`src/rtl/icache_direct_if.sv`:
```
// rtl/icache_direct_if.sv - datapath and memory instruction-port signals for icache_direct
interface icache_direct_if;
  logic        imemREN;
  logic [31:0] imemaddr;
  logic        ihit;
  logic [31:0] imemload;
  logic        iREN;
  logic [31:0] iaddr;
  logic        iwait;
  logic [31:0] iload;

  modport slave (
    input  imemREN, imemaddr, iwait, iload,
    output ihit, imemload, iREN, iaddr
  );

  modport master (
    output imemREN, imemaddr, iwait, iload,
    input  ihit, imemload, iREN, iaddr
  );
endinterface

```
`src/rtl/icache_direct.sv`:
```
// rtl/icache_direct.sv - direct-mapped read-only instruction cache, one word per frame
// Optional hit/miss counters are built when ICACHE_STATS_EN is defined.
module icache_direct #(
  parameter int CACHE_FRAMES = 16
) (
  input  logic                  CLK,
  input  logic                  nRST,
  icache_direct_if.slave        bus,
  output logic [31:0]           hit_count,
  output logic [31:0]           miss_count
);
  localparam int IDX  = $clog2(CACHE_FRAMES);
  localparam int TAGW = 30 - IDX;

  typedef enum logic {IDLE, FETCH} state_t;

  state_t            state, state_n;
  logic [CACHE_FRAMES-1:0] valid;
  logic [TAGW-1:0]   tags  [CACHE_FRAMES];
  logic [31:0]       data  [CACHE_FRAMES];

  logic [31:0]       word_addr;
  logic [IDX-1:0]    index;
  logic [TAGW-1:0]   tag;
  logic              match;
  logic              fill;
  logic              ihit;
  logic [31:0]       imemload;
  logic              iren;
  logic [31:0]       iaddr;

  assign word_addr = bus.imemaddr & ~32'h3;
  assign index     = word_addr[IDX+1:2];
  assign tag       = word_addr[31:IDX+2];
  assign match     = valid[index] && (tags[index] == tag);
  // Refill is suppressed while nRST is low so a late response cannot land.
  assign fill      = nRST && (state == FETCH) && !bus.iwait;

  always_ff @(posedge CLK) begin
    if (!nRST) begin
      state <= IDLE;
      valid <= '0;
    end else begin
      state <= state_n;
      if (fill) valid[index] <= 1'b1;
    end
  end

  always_ff @(posedge CLK) begin
    if (fill) begin
      tags[index] <= tag;
      data[index] <= bus.iload;
    end
  end

  always_comb begin
    state_n  = state;
    ihit     = 1'b0;
    imemload = '0;
    iren     = 1'b0;
    iaddr    = '0;
    if (nRST) begin
      case (state)
        IDLE: begin
          if (match) imemload = data[index];
          if (bus.imemREN && match) ihit = 1'b1;
          if (bus.imemREN && !match) state_n = FETCH;
        end
        FETCH: begin
          iren  = 1'b1;
          iaddr = word_addr;
          if (!bus.iwait) state_n = IDLE;
        end
        default: state_n = IDLE;
      endcase
    end
  end

  assign bus.ihit     = ihit;
  assign bus.imemload = imemload;
  assign bus.iREN     = iren;
  assign bus.iaddr    = iaddr;

`ifdef ICACHE_STATS_EN
  always_ff @(posedge CLK) begin
    if (!nRST) begin
      hit_count  <= '0;
      miss_count <= '0;
    end else begin
      if (ihit) hit_count <= hit_count + 32'd1;
      if (state == IDLE && state_n == FETCH) miss_count <= miss_count + 32'd1;
    end
  end
`else
  assign hit_count  = '0;
  assign miss_count = '0;
`endif
endmodule
```
`src/flat_wrapper.sv`:
```
// flat-port wrapper written by rule: the top's interface ports become plain ports
module icache_direct_flat 
#(
  parameter int CACHE_FRAMES = 16
)
  (CLK, nRST, hit_count, miss_count, bus_imemREN, bus_imemaddr, bus_iwait, bus_iload, bus_ihit, bus_imemload, bus_iREN, bus_iaddr);
  icache_direct_if bus_i ();
  input  logic CLK;
  input  logic nRST;
  output logic [31:0] hit_count;
  output logic [31:0] miss_count;
  input wire logic [$bits(bus_i.imemREN)-1:0] bus_imemREN;
  input wire logic [$bits(bus_i.imemaddr)-1:0] bus_imemaddr;
  input wire logic [$bits(bus_i.iwait)-1:0] bus_iwait;
  input wire logic [$bits(bus_i.iload)-1:0] bus_iload;
  output wire logic [$bits(bus_i.ihit)-1:0] bus_ihit;
  output wire logic [$bits(bus_i.imemload)-1:0] bus_imemload;
  output wire logic [$bits(bus_i.iREN)-1:0] bus_iREN;
  output wire logic [$bits(bus_i.iaddr)-1:0] bus_iaddr;
  assign bus_i.imemREN = bus_imemREN;
  assign bus_i.imemaddr = bus_imemaddr;
  assign bus_i.iwait = bus_iwait;
  assign bus_i.iload = bus_iload;
  assign bus_ihit = bus_i.ihit;
  assign bus_imemload = bus_i.imemload;
  assign bus_iREN = bus_i.iREN;
  assign bus_iaddr = bus_i.iaddr;
  icache_direct #(.CACHE_FRAMES(CACHE_FRAMES)) u_core (.CLK(CLK), .nRST(nRST), .bus(bus_i), .hit_count(hit_count), .miss_count(miss_count));
endmodule
```
`config.mk`:
```
export PLATFORM = sky130hd
export DESIGN_NAME = icache_direct_flat
export DESIGN_NICKNAME = d
export VERILOG_FILES = /design/src/rtl/icache_direct_if.sv /design/src/rtl/icache_direct.sv /design/src/flat_wrapper.sv
export SDC_FILE = /design/constraint.sdc
export NUM_CORES = 1
export LEC_CHECK = 0
export BUFFER_PORTS_ARGS = -buffer_cell sky130_fd_sc_hd__buf_4
export CAP_MARGIN = 20
export CORE_ASPECT_RATIO = 0.7
export CORE_MARGIN = 5
export CORE_UTILIZATION = 40
export CTS_CLUSTER_DIAMETER = 150
export CTS_CLUSTER_SIZE = 24
export DETAILED_ROUTE_END_ITERATION = 8
export HOLD_SLACK_MARGIN = 0.08
export PLACE_DENSITY = 0.59
export SKIP_LAST_GASP = 1
export SYNTH_ARGS = -nofsm -noshare
export SYNTH_HDL_FRONTEND = slang
export SYNTH_SLANG_ARGS = --single-unit
```
`constraint.sdc`:
```
create_clock -name CLK -period 7.5 [get_ports CLK]
set_clock_uncertainty 0.15 [all_clocks]
set_input_delay 0.75 -clock CLK [delete_from_list [all_inputs] [get_ports CLK]]
set_output_delay 0.75 -clock CLK [all_outputs]
set_load 0.02 [all_outputs]
```
Word-level counts from Yosys, hierarchy flattened. Memory sizes are Yosys's and may differ from the RTL's. Cells that the tools add are included.

Memory bits (writable): 928. Input bits: 68. Register bits after elaboration: 17. Output and inout bits: 130. Word-level logic and storage cells: 36. Memories kept: 2.

Bitwise operators: 2. Eq/ne operators: 1. Magnitude comparators: 2. Reductions and logical operators: 8. Multiplexer cells: 19.

Memories: u_core.data (depth 16, bits a word 32, rd ports 1, clocked after memory_dff 0, wr ports 1, RTL line icache_direct.sv:20) `logic [31:0] data [CACHE_FRAMES];`; u_core.tags (depth 16, bits a word 26, rd ports 1, clocked after memory_dff 0, wr ports 1, RTL line icache_direct.sv:19) `logic [TAGW-1:0] tags [CACHE_FRAMES];`.

Operators with widths (count): two-way mux 32 bit (5); equality test 26 bit (1); OR 16 bit (1); two-way mux 1 bit (11); logical AND 1 bit (6); less-than comparator 4 x 5 -> 1 bit (second input constant) (1); binary-select mux 1 bit (select 4 bit) (1); demux 1 bit (select 4 bit) (1); >= comparator 4 x 1 -> 1 bit (second input constant) (1); zero test 1 bit (2); one-hot mux 1 bit (2 select lines) (1); NOT 1 bit (1).

Logic depth before layout (Yosys ltp). Gate-level depths: netlist of the first run.

Depth in word-level cells: 7. Mapped depth: 14. Depth with buffers taken out: 8.

Least setup slack after synthesis of the first run. Ideal clock, no wire load.

Path kind: input to register. Start: input bus_imemaddr[3]. End: memory u_core.data[3][0] (enable). Buffers on the path: 6. Arrival time: 6470 ps. Data required time: 6803 ps. Setup slack: 333 ps. Setup time: 547 ps. Stages on the path: 8. Path through: buf_2 > buf_2 > buf_2 > buf_2 > clkbuf_1 > clkbuf_1 > nand3_1 > nor3_1.

RTL lines: from (decl) (RTL line flat_wrapper.sv:13) `input wire logic [$bits(bus_i.imemaddr)-1:0] bus_imemaddr;`; to (decl) (RTL line icache_direct.sv:20).

Straight into the memory's write port.

Worst setup path after layout of the first run.
Start: input bus_imemaddr[3]. End: output bus_imemload[0].

Cells in the longest elaborated chain, start to end: 6. Elaborated cells on any way between the ends: 9. Classes of those cells: 1 x eq/ne; 5 x mux; 1 x reduce/logical; 2 x memory.

RTL lines: memory read (16 x 26 bit) or binary-select mux 1 bit (select 4 bit) (tied branches); equality test 26 bit or two-way mux 1 bit (tied branches) (RTL line icache_direct.sv:35) `assign match = valid[index] && (tags[index] == tag);`; logical AND 1 bit (RTL line icache_direct.sv:35); two-way mux 32 bit * (RTL line icache_direct.sv:65) `if (match) imemload = data[index];`; two-way mux 32 bit * (RTL line icache_direct.sv:63) `case (state)`; two-way mux 32 bit * (RTL line icache_direct.sv:62) `if (nRST) begin`; to (decl) (RTL line flat_wrapper.sv:17) `output wire logic [$bits(bus_i.imemload)-1:0] bus_imemload;`.

Every way passes the cells marked *; elsewhere a longest branch is shown, timed or not. The select of a mux whose other input is x is not followed.

==> results by group, run 1 <==
Global route
  • Initial antenna violation count: 9
  • Gr ovfl total: 0
  • GRT Total Usage: 0.172
  • Pin count of the biggest net entering global routing: 77
  • Vias in the first global route: 17800
  • First-pass GRT wire length: 126 mm

Min path
  • Hold path cells: 1
  • Hold Path Class: input port to flop

Synth
  • Post-synthesis area per instance: 21.7 sq um
  • Async SR Flop Fraction: 0
  • Synth area leader: edfxtp_1
  • Top post-synthesis cells by count: edfxtp_1, mux4_2, buf_4, mux2i_1, nor2_1
  • Ranking of synthesized cells by area: edfxtp_1, mux4_2, mux2i_1
  • Yosys reg bits: 945
  • Yosys warns: 0
  • Number of synthesized flops with an enable pin: 928
  • Synth unique cells: 65
  • Post-Syn Area: 37500 sq um
  • Seq/Total Area, Yosys: 0.752
  • Yosys top cell area share: 0.743
  • Ys flop type: edfxtp_1
  • Most frequent cell after synthesis: edfxtp_1
  • Synth Instances: roughly 1700

Critical path
  • Cells along the critical path: clkbuf_8 > buf_4 > mux4_2 > mux2i_1 > mux2_2 > a21oi_2 > o2111ai_1 > a211oi_2 > nand4_2 > buf_4 > and2b_1 > buf_4
  • Critical path's largest stage delay: about 0.69 ns
  • Critical Path Sink: bus_imemload[0]
  • R2R setup slack: around 4.4 ns
  • Reg2reg start: u_core.state$_SDFF_PN0_
  • Crit path buffers/inverters: 4
  • CP max-delay cell: buf_4
  • Worst EP arrival: about 4.8 ns
  • R2R depth: 5
  • Required time of the critical path: 6.60 ns
  • Cell family with most CP delay: buffers and inverters
  • Crit path top cell by count: buf_4
  • Crit Path Class: input port to primary output
  • CP max FO: 76
  • CP Capture Type: primary output
  • WP depth: 12
  • Reg-to-reg endpoint: u_core.data[1][19]$_DFFE_PP_
  • CP Launch Type: input port
  • Crit. Startpoint: bus_imemaddr[3]

Drt
  • TritonRoute pass-1 iters: 6
  • Routed Antenna Nets: 0
  • Total wire length: 87.5 mm
  • 1st-iter DRT viols: 1676
  • DR WL/cell: roughly 28 um
  • DR vias/cell: 5.54
  • Residual DRC count: 0
  • Total number of vias: around 17000

STA
  • TNS Setup: 0 ns
  • Fmax: 177 MHz
  • Max Slew Vio Count: 0
  • Slew margin rel.: 0.290
  • Final cycle utilization of the critical path: 0.753
  • Final min period: 5.65 ns
  • Fin. Hold Viols: 0
  • Measured slew at the worst slew-check pin: between 1 and 1.5 ns
  • # setup viols final: 0
  • RSZ-0062 raised after global routing: false

Clock network
  • Skew-Pair Late Insertion Delay: 0.62 ns
  • # resized after CTS: 0
  • Postcts setup bufs: 0
  • Clk slew on worst S/H paths: 0.09 ns
  • # clock sinks: 945
  • CTS Buf Count: 45
  • Cts-stage hold buffer count: 0
  • CTS Buffer Depth: 3
  • CTS tree: built
  • Clock Tree Root: clkbuf_16
  • H-Tree Depth: 2

Finish
  • Fill cells: 7849
  • Area delta synth->final: 9.57%
  • FF+latch area: 28200 sq um
  • Nets: 1940
  • Layout cells sized above 1: 0.277
  • Multi-input logic area: 8610 sq um

Power and ir drop
  • Design Power: 9.04 mW
  • Pwr Density: 220 nW/um^2
  • Leak: 13.0 nW
  • Peak VDD IR: 0.147 mV

Place
  • Final HPWL DP: 49.0 mm
  • Port Buffers: 129
  • Routability Congestion: 0.812

Floorplan
  • Die height: 266 um
  • Starting Density: 0.401
  • Chip Width: 376 um
  • Die area: 100000 sq um
  • I/O pin total: 198
  • Core area: between 90000 and 100000 sq um
  • Site Rows: 94

Status
  • Status: finished, final reports clean

Flow run
  • Max-cap violations: 0
sequential cells by signal, summed over array words and instances, names as in the netlist:
register and flops:
u_core.valid 16, u_core.state 1, u_core.tags 416, u_core.data 512
through the flow:
step           cell area (sq um)   util  hold slack, ns  instances  setup WS, ns
2_1_floorplan              37800      -           0.285       1795         0.333
3_3_place_gp               39800  0.426           0.291       3071          1.82
3_5_place_dp               39900  0.426           0.303       3073          1.81
4_1_cts                    41100  0.440           0.230       3137          1.82
5_1_grt                    41100  0.440           0.244       3138          1.61
6_report                   41100  0.440           0.265       3140          1.85
cell type report:
type,count,area share
Sequential cell,945,0.686
Multi-Input combinational cell,683,0.209
Tap cell,1248,0.0380
Timing Repair Buffer,180,0.0347
Clock buffer,60,0.0288
Inverter,17,0.00158
Clock inverter,4,0.00131
Antenna cell,3,0.000183
power by group:
part	total, mW	internal [mW]	switching [mW]
Combinational	0.560	0.220	0.341
Sequential	5.80	5.80	0.00259
Clock	2.68	1.12	1.56
layout by cell type, fill, tap and decap left out, drive strengths merged, types with 6 or more instances in the layout:
master   instances
a21oi            8
a221oi          10
a22oi            8
and3            16
buf            179
clkbuf          61
conb            66
dfxtp           17
edfxtp         928
inv             20
mux2            27
mux2i           70
mux4           242
nand2           20
nand2b           6
nand4            6
nor2            41
nor2b           34
nor3            11
o2111ai          6
o21a            18
o21ai           10
o22ai           13
xnor2           19
xor2             7
cells by family after synthesis:
family          Yosys count  share of synthesized area
buf+inv                 167                     0.0282
compound gates           99                     0.0200
other cells               1                   0.000100
mux                     339                      0.172
xor+xnor                 26                    0.00607
simple gates            153                     0.0215
flops                   945                      0.752
worst register-to-register path, delay by kind of cell (launching register included):
family	cells	cell delay [ns]
buffers and inverters	1	0.68
DFF	1	0.34
and+or+nand+nor	4	1.50
per-layer routing:
layer  global-route usage  up-vias  wire (um)
met5                    0        -         27
met4               0.0357        4       1690
met3               0.0232       99       4670
met2                0.284      526      43100
met1                0.247     9454      37900
li1                     -     7305          -
how the worst min path moves through the flow:
stage	from	to	slack, ns
floorplan	u_core.valid[14]$_SDFFE_PN0P_	u_core.valid[14]$_SDFFE_PN0P_	0.29
global placement	u_core.valid[7]$_SDFFE_PN0P_	u_core.valid[7]$_SDFFE_PN0P_	0.29
detailed placement	u_core.valid[3]$_SDFFE_PN0P_	u_core.valid[3]$_SDFFE_PN0P_	0.30
CTS	bus_iload[28]	u_core.data[9][28]$_DFFE_PP_	0.23
global route	bus_iload[28]	u_core.data[1][28]$_DFFE_PP_	0.24
finish	bus_iload[15]	u_core.data[0][15]$_DFFE_PP_	0.26
No activity file was read; power rests on OpenSTA's default activity.
==> inputs of run 2 (changes only) <==
--- a/config.mk
+++ b/config.mk
@@ -5,6 +5,7 @@
 export SDC_FILE = /design/constraint.sdc
 export NUM_CORES = 1
 export LEC_CHECK = 0
+export ABC_AREA = 1
 export BUFFER_PORTS_ARGS = -buffer_cell sky130_fd_sc_hd__buf_4
 export CAP_MARGIN = 20
 export CORE_ASPECT_RATIO = 0.7
@@ -14,7 +15,7 @@
 export CTS_CLUSTER_SIZE = 24
 export DETAILED_ROUTE_END_ITERATION = 8
 export HOLD_SLACK_MARGIN = 0.08
-export PLACE_DENSITY = 0.59
+export PLACE_DENSITY = 0.57
 export SKIP_LAST_GASP = 1
 export SYNTH_ARGS = -nofsm -noshare
 export SYNTH_HDL_FRONTEND = slang
==> constraint.sdc (replaced) <==
create_clock -name CLK -period 5.3 [get_ports CLK]
set_clock_uncertainty 0.15 [all_clocks]
set_input_delay 0.53 -clock CLK [delete_from_list [all_inputs] [get_ports CLK]]
set_output_delay 0.53 -clock CLK [all_outputs]
set_load 0.02 [all_outputs]
==> run 2 against run 1 <==
Net effect: via count rose by 31%; register-to-register slack got worse by 2.4 ns; non-clock buffer count increased by 89; critical endpoint is now bus_ihit; synthesized cell count rose by 72%; power grew 44%; final cell count rose by 41%; area after synthesis is 0.13% higher; critical path depth grew 6; combinational power rose by 62%; critical path type unchanged; clock power increased by 46%; worst setup slack worse by 1.1 ns.
==> results by group, run 2 <==
Finish
  • Multi-input logic area: 8240 sq um (-4.2%)
  • FF+latch area: 28200 sq um (unchanged)
  • Largest register FFs: 512 (unchanged)
  • Nets: 3209 (+65%)
  • Design area: 42000 sq um (+2.1%)
  • Layout cells sized above 1: 0.103 (-0.174)
  • Commonest non-fill, non-tap cell in the layout: nand2_1
  • Area delta synth->final: 11.7%
  • Top flop regs: u_core.data x512, u_core.tags x416, u_core.valid x16
  • Reg with most FFs: u_core.data
  • Fill cells: 8586 (+9.4%)
  • Commonest cells after routing, fill and taps aside: nand2_1, edfxtp_1, o22ai_1

Critical path
  • CP max FO: 60 (-21%)
  • CP max-delay cell: o21ai_1
  • Crit Path Class: input port to primary output
  • Required time of the critical path: 4.62 ns (-1.98 ns)
  • Critical path's largest stage delay: 0.48 ns (-0.21 ns)
  • Cells along the critical path: buf_6 > inv_6 > buf_12 > nand2_1 > nand2_1 > nand2_1 > nand3_1 > nand2_1 > nand2_1 > o21ai_1 > nand2_1 > nor2_1 > nand2_1 > nor2_1 > nand2_2 > buf_4 > nor3_1 > buf_4
  • Crit path top cell by count: nand2_1
  • CP Capture Type: primary output
  • Worst EP arrival: 3.87 ns (-0.88 ns)
  • CP Launch Type: input port

Floorplan
  • Die area: 100000 sq um (+0.13%)
  • Core area: 93600 sq um (+0.13%)
  • Die height: 266 um (about the same)
  • Site Rows: 94 (unchanged)
  • I/O pin total: 198 (unchanged)
  • Chip Width: 376 um (about the same)
  • Starting Density: 0.401 (about the same)

Clock network
  • Clock Tree Root: clkbuf_16
  • Postcts setup bufs: 0 (unchanged)
  • # clock sinks: 945 (unchanged)
  • Cts-stage hold buffer count: 53 (+53)
  • H-Tree Depth: 2 (unchanged)
  • CTS Buffer Depth: 3 (unchanged)
  • CTS Buf Count: 45 (unchanged)
  • CTS tree: built
  • # resized after CTS: 0 (unchanged)
  • Clk slew on worst S/H paths: 0.10 ns (about the same)
  • Skew-Pair Late Insertion Delay: 0.63 ns (about the same)

Power and ir drop
  • Clk pwr share: 0.301 (+0.004)
  • Comb power frac: 0.070 (+0.008)
  • P_sw: 2.90 mW (+53%)
  • Reg power frac: 0.630 (-0.011)
  • Peak VDD IR: 0.198 mV (+34%)
  • Internal: 10.1 mW (+42%)
  • Switching Share: 0.223 (+0.0123)
  • Pwr Density: 310 nW/um^2 (+41%)
  • Leak: 14.9 nW (+14%)

Synth
  • Number of synthesized flops with an enable pin: 928 (unchanged)
  • Synth area leader: edfxtp_1
  • Post-synthesis area per instance: 12.6 sq um (-42%)
  • Top post-synthesis cells by count: nand2_1, edfxtp_1, o22ai_1
  • Most frequent cell after synthesis: nand2_1
  • Yosys warns: 0 (unchanged)
  • Ys flop type: edfxtp_1
  • Ranking of synthesized cells by area: edfxtp_1, nand2_1, o22ai_1
  • Async SR Flop Fraction: 0 (unchanged)
  • Yosys reg bits: 945 (unchanged)
  • Post-Syn Area: 37600 sq um (+0.13%)
  • Seq/Total Area, Yosys: 0.751 (-0.00100)
  • Yosys top cell area share: 0.742 (-0.000989)
  • Synth Instances: 2982 (+72%)
  • Synth unique cells: 30 (-54%)

Global route
  • Vias in the first global route: 21100 (+19%)
  • GRT Total Usage: 0.191 (+0.0191)
  • Initial antenna violation count: 3 (-6)
  • Pin count of the biggest net entering global routing: 131 (+70%)
  • Gr ovfl total: 0 (unchanged)
  • First-pass GRT wire length: 144 mm (+14%)

STA
  • Final min period: 4.55 ns
  • Final cycle utilization of the critical path: 0.859
  • Fmax: ~220 MHz
  • RSZ-0062 raised after global routing: false
  • TNS Setup: 0 ns (unchanged)
  • # setup viols final: 0 (unchanged)
  • Fin. Hold Viols: 0 (unchanged)
  • Measured slew at the worst slew-check pin: 1.08 ns (+0.0137 ns)
  • Slew margin rel.: 0.281 (-0.00915)
  • Max Slew Vio Count: 0 (unchanged)

Place
  • Port Buffers: 129 (unchanged)
  • Final HPWL DP: 53.6 mm (+9.4%)
  • Dpl cell area: 40100 sq um (+0.70%)
  • Routability Congestion: 0.747 (-8.0%)

Min path
  • Hold Path Class: input port to flop

Drt
  • Routed length on met3: 5.70 mm (+22%)
  • Total wire length: 98.1 mm (+12%)
  • Met1 Wirelength: 46.1 mm (+22%)
  • Residual DRC count: 0 (unchanged)
  • 1st-iter DRT viols: 2323 (+39%)
  • DR vias/cell: 5.16 (-6.8%)
  • Highest routed metal layer: met4
  • Total number of vias: 22800 (+31%)
  • DR WL/cell: 22.2 um (-20%)
  • Met2 wire len: 44.7 mm (+3.5%)
  • Routed Antenna Nets: 0 (unchanged)
  • TritonRoute pass-1 iters: 5 (-1)

Status
  • Status: finished, final reports clean

Flow run
  • Max-cap violations: 0 (unchanged)
run 2: final timing paths:
check | start | slack [ns] | cells past startpoint | end
min | bus_imemaddr[14] | 0.10 | 1 | u_core.tags[7][8]$_DFFE_PP_
min reg2reg | u_core.valid[14]$_SDFFE_PN0P_ | 0.33 | 2 | u_core.valid[14]$_SDFFE_PN0P_
max reg2reg | u_core.state$_SDFF_PN0_ | 2.01 | 7 | u_core.data[6][5]$_DFFE_PP_
max | bus_imemaddr[2] | 0.75 | 18 | bus_ihit
run 2: power groups by stage:
stage,logic [mW],clock network (mW),registers [mW]
floorplan,0.525,0,8.39
global placement,0.869,0,8.38
detailed placement,0.873,0,8.38
CTS,0.911,4.01,8.21
global route,0.999,4.29,8.21
finish,0.906,3.92,8.21
run 2: area by class of cell:
class,instances,share of cell area
timing repair buffer,269,0.0579
multi-input combinational,1821,0.196
clock buffer,73,0.0303
inverter,59,0.00557
tap,1248,0.0372
clock inverter,2,0.000596
sequential,945,0.672
antenna,1,0.0000596
run 2: cells by family (layout without fill, tap and decap cells):
kind of cell | count (synthesis) | in the layout | share of synthesized area
AO/OA/AOI/OAI | 401 | 401 | 0.0639
buffers and inverters | 281 | 403 | 0.0404
flip-flops | 945 | 945 | 0.751
other | 1 | 67 | 0.0000998
AND/OR/NAND/NOR | 1354 | 1354 | 0.145
run 2: stage by stage:
step | hold slack, ns | util | setup WS, ns | instances | power, mW
after floorplan | 0.290 | - | 0.481 | 3047 | 8.91
after global placement | 0.301 | 0.429 | 0.880 | 4289 | 9.25
after detailed placement | 0.309 | 0.429 | 0.887 | 4289 | 9.25
after CTS | 0.0824 | 0.448 | 0.875 | 4417 | 13.1
after global routing | 0.0943 | 0.448 | 0.562 | 4417 | 13.5
final | 0.103 | 0.448 | 0.747 | 4418 | 13.0
run 2: critical path, delay by kind of cell:
kind                   cells  cell delay [ns]
AO/OA/AOI/OAI              1             0.48
AND/OR/NAND/NOR           12             1.25
buffers and inverters      5             1.46
run 2: per-layer routing:
| layer | vias to the layer above | track usage |
|---|---|---|
| met1 | 11300 | 0.296 |
| met5 | - | 0 |
| met2 | 674 | 0.292 |
| li1 | 10700 | - |
| met3 | 94 | 0.0245 |
| met4 | 0 | 0.0380 |
==> inputs of run 3 (changes only) <==
--- a/config.mk
+++ b/config.mk
@@ -14,8 +14,10 @@
 export CTS_CLUSTER_DIAMETER = 150
 export CTS_CLUSTER_SIZE = 24
 export DETAILED_ROUTE_END_ITERATION = 8
+export GPL_TIMING_DRIVEN = 0
 export HOLD_SLACK_MARGIN = 0.08
 export PLACE_DENSITY = 0.57
+export RECOVER_POWER = 50
 export SKIP_LAST_GASP = 1
 export SYNTH_ARGS = -nofsm -noshare
 export SYNTH_HDL_FRONTEND = slang
==> run 3 against run 2 <==
Net effect: the run now ends with max-capacitance violations, max-slew violations left; first-iteration DRC count up 42%; combinational power up 10%; sequential power about the same; clock power about the same; critical path depth down 3; maximum frequency down 10%; wire length up 18%; register-to-register slack worse by 0.88 ns; power up 1.0%; via count up 7.7%; global-route usage up 3.4 points; largest power group unchanged; core utilization up 1.0 points.
==> results by group, run 3 (synthesis results as in run 2) <==
STA
  • Slew margin rel.: -0.104 (-0.385)
  • Min Hold Slack: 0.159 ns (+0.0565 ns)
  • Max Slew Vio Count: 16 (+16)
  • Fmax: 197 MHz (-10%)
  • Final min period: 5.08 ns (+0.529 ns)
  • Final cycle utilization of the critical path: 0.959 (+0.0997)
  • Fin. Hold Viols: 0 (unchanged)
  • Measured slew at the worst slew-check pin: 1.66 ns (+0.580 ns)
  • # setup viols final: 0 (unchanged)
  • RSZ-0062 raised after global routing: true

Critical path
  • R2R depth: 9 (+2)
  • Cells along the critical path: buf_4 > nand2_1 > clkinv_1 > clkbuf_2 > nand2_1 > nand2_1 > o21ai_1 > nand2_1 > nor2_1 > nand2_1 > nor2_1 > nand2_2 > buf_2 > nor3_2 > buf_4
  • Reg-to-reg endpoint: u_core.data[15][6]$_DFFE_PP_
  • Crit Path Class: input port to primary output
  • Reg2reg start: u_core.state$_SDFF_PN0_
  • Required time of the critical path: 4.62 ns (about the same)
  • R2R setup slack: 1.13 ns (-0.88 ns)
  • CP max-delay cell: o21ai_1
  • CP max FO: 10 (-83%)
  • Critical path's largest stage delay: 0.52 ns (+0.04 ns)
  • Worst EP arrival: 4.40 ns (+0.53 ns)
  • CP Launch Type: input port
  • Crit. Startpoint: bus_imemaddr[5]
  • Crit path top cell by count: nand2_1
  • CP Capture Type: primary output
  • Critical Path Sink: bus_imemload[9]

Floorplan
  • Site Rows: 94 (unchanged)
  • Die height: 266 um (unchanged)
  • Chip Width: 376 um (unchanged)
  • I/O pin total: 198 (unchanged)
  • Die area: 100000 sq um (unchanged)
  • Core area: 93600 sq um (unchanged)
  • Starting Density: 0.401 (unchanged)

Clock network
  • Postcts setup bufs: 0 (unchanged)
  • # clock sinks: 945 (unchanged)
  • Clock Tree Root: clkbuf_16
  • CTS tree: built
  • Clk slew on worst S/H paths: 0.09 ns (about the same)
  • CTS Buf Count: 45 (unchanged)
  • CTS Buffer Depth: 3 (unchanged)
  • Skew-Pair Late Insertion Delay: 0.62 ns (about the same)
  • H-Tree Depth: 2 (unchanged)

Flow run
  • Max-cap violations: 1 (+1)

Global route
  • Pin count of the biggest net entering global routing: 26 (-80%)
  • Vias in the first global route: 22800 (+8.1%)
  • Initial antenna violation count: 8 (+5)
  • GRT Total Usage: 0.225 (+0.0338)
  • First-pass GRT wire length: 163 mm (+13%)
  • Gr ovfl total: 0 (unchanged)

Status
  • Status: complete, but fails checks
  • Failing checks: max-capacitance violations, max-slew violations

Power and ir drop
  • Leak: 15.2 nW (+2.5%)
  • Pwr Density: 307 nW/um^2 (-1.2%)
  • Design Power: 13.2 mW (+1.0%)
  • Peak VDD IR: 0.203 mV (+2.6%)

Drt
  • DR vias/cell: 5.34 (+3.5%)
  • 1st-iter DRT viols: 3304 (+42%)
  • Routed Antenna Nets: 0 (unchanged)
  • TritonRoute pass-1 iters: 5 (unchanged)
  • Residual DRC count: 0 (unchanged)
  • Total wire length: 116 mm (+18%)
  • DR WL/cell: 25.2 um (+13%)
  • Total number of vias: 24500 (+7.7%)

Finish
  • Layout cells sized above 1: 0.107 (+0.00351)
  • Nets: 3378 (+5.3%)
  • Commonest cells after routing, fill and taps aside: nand2_1, edfxtp_1, o22ai_1
  • Top flop regs: u_core.data x512, u_core.tags x416, u_core.valid x16
  • Area delta synth->final: 14.3%
  • Commonest non-fill, non-tap cell in the layout: nand2_1
  • Reg with most FFs: u_core.data
  • Largest register FFs: 512 (unchanged)

Place
  • Final HPWL DP: 75.7 mm (+41%)
  • Port Buffers: 127 (-1.6%)
  • Routability Congestion: 0.785 (+5.1%)

Min path
  • Hold Path Class: input port to flop
  • Hold path cells: 3 (+2)
run 3: cell types whose count changed in the layout (fill, tap and decap cells not counted), sizes merged:
| cell | previous run | this run |
|---|---|---|
| buf | 216 | 263 |
| diode | 1 | 2 |
| clkinvlp | 0 | 1 |
| dlygate4sd3 | 53 | 38 |
| clkbuf | 73 | 217 |
run 3: power breakdown:
group / internal [mW] / leakage, nW / switching (mW)
Sequential: 8.21 / 8.48 / 0.00415
Clock: 1.64 / 0.612 / 2.31
Combinational: 0.265 / 6.16 / 0.738
Total: 10.1 / 15.2 / 3.05
run 3: per-layer routing:
layer / share of wire / vias up / global-route usage
met5: 0.00020 / - / 0
met4: 0.018 / 4 / 0.0446
met3: 0.11 / 125 / 0.0487
met2: 0.43 / 1204 / 0.329
met1: 0.45 / 12100 / 0.347
li1: - / 11100 / -
run 3: critical path: cells and delay by family:
kind,cells,cell delay [ns]
simple gates,9,1.72
buf+inv,5,1.60
compound gates,1,0.52
run 3: layout make-up:
| class | count | area (sq um) |
|---|---|---|
| clock buffers | 80 | 1260 |
| fillers | 8593 | 50700 |
| repair buffers | 216 | 2170 |
| inverters | 59 | 228 |
| plain buffers | 222 | 1290 |
| multi-input cells | 1821 | 8190 |
| flip-flops and latches | 945 | 28200 |
| diodes | 2 | 5.00 |
| clock inverters | 3 | 33.8 |
| well taps | 1248 | 1560 |
run 3: what timing repair did:
action	in CTS	in global routing
hold endpoints to repair	580	0
setup endpoints to repair	12	10
gates resized for setup	2	7
hold buffers	38	0
cloned	0	0
run 3: metrics by stage:
step | cell area (sq um) | util | instances | TNS [ns] | setup slack (ns)
after CTS | 43200 | 0.461 | 4592 | 0 | 0.0574
after detailed placement | 41500 | 0.444 | 4471 | -1.49 | -0.219
final | 42900 | 0.459 | 4596 | 0 | 0.218
after floorplan | 37800 | - | 3047 | 0 | 0.481
after global placement | 40300 | 0.431 | 4422 | -3952.58 | -4.96
after global routing | 42900 | 0.459 | 4595 | -0.0495 | -0.0495
run 3: worst min path at each step:
stage | start | endpoint | slack, ns
2_1_floorplan | u_core.valid[0]$_SDFFE_PN0P_ | u_core.valid[0]$_SDFFE_PN0P_ | 0.29
3_3_place_gp | u_core.valid[6]$_SDFFE_PN0P_ | u_core.valid[6]$_SDFFE_PN0P_ | 0.30
3_5_place_dp | u_core.valid[11]$_SDFFE_PN0P_ | u_core.valid[11]$_SDFFE_PN0P_ | 0.31
4_1_cts | bus_imemaddr[11] | u_core.tags[15][5]$_DFFE_PP_ | 0.08
5_1_grt | bus_imemREN | u_core.state$_SDFF_PN0_ | 0.18
6_report | nRST | u_core.valid[11]$_SDFFE_PN0P_ | 0.16
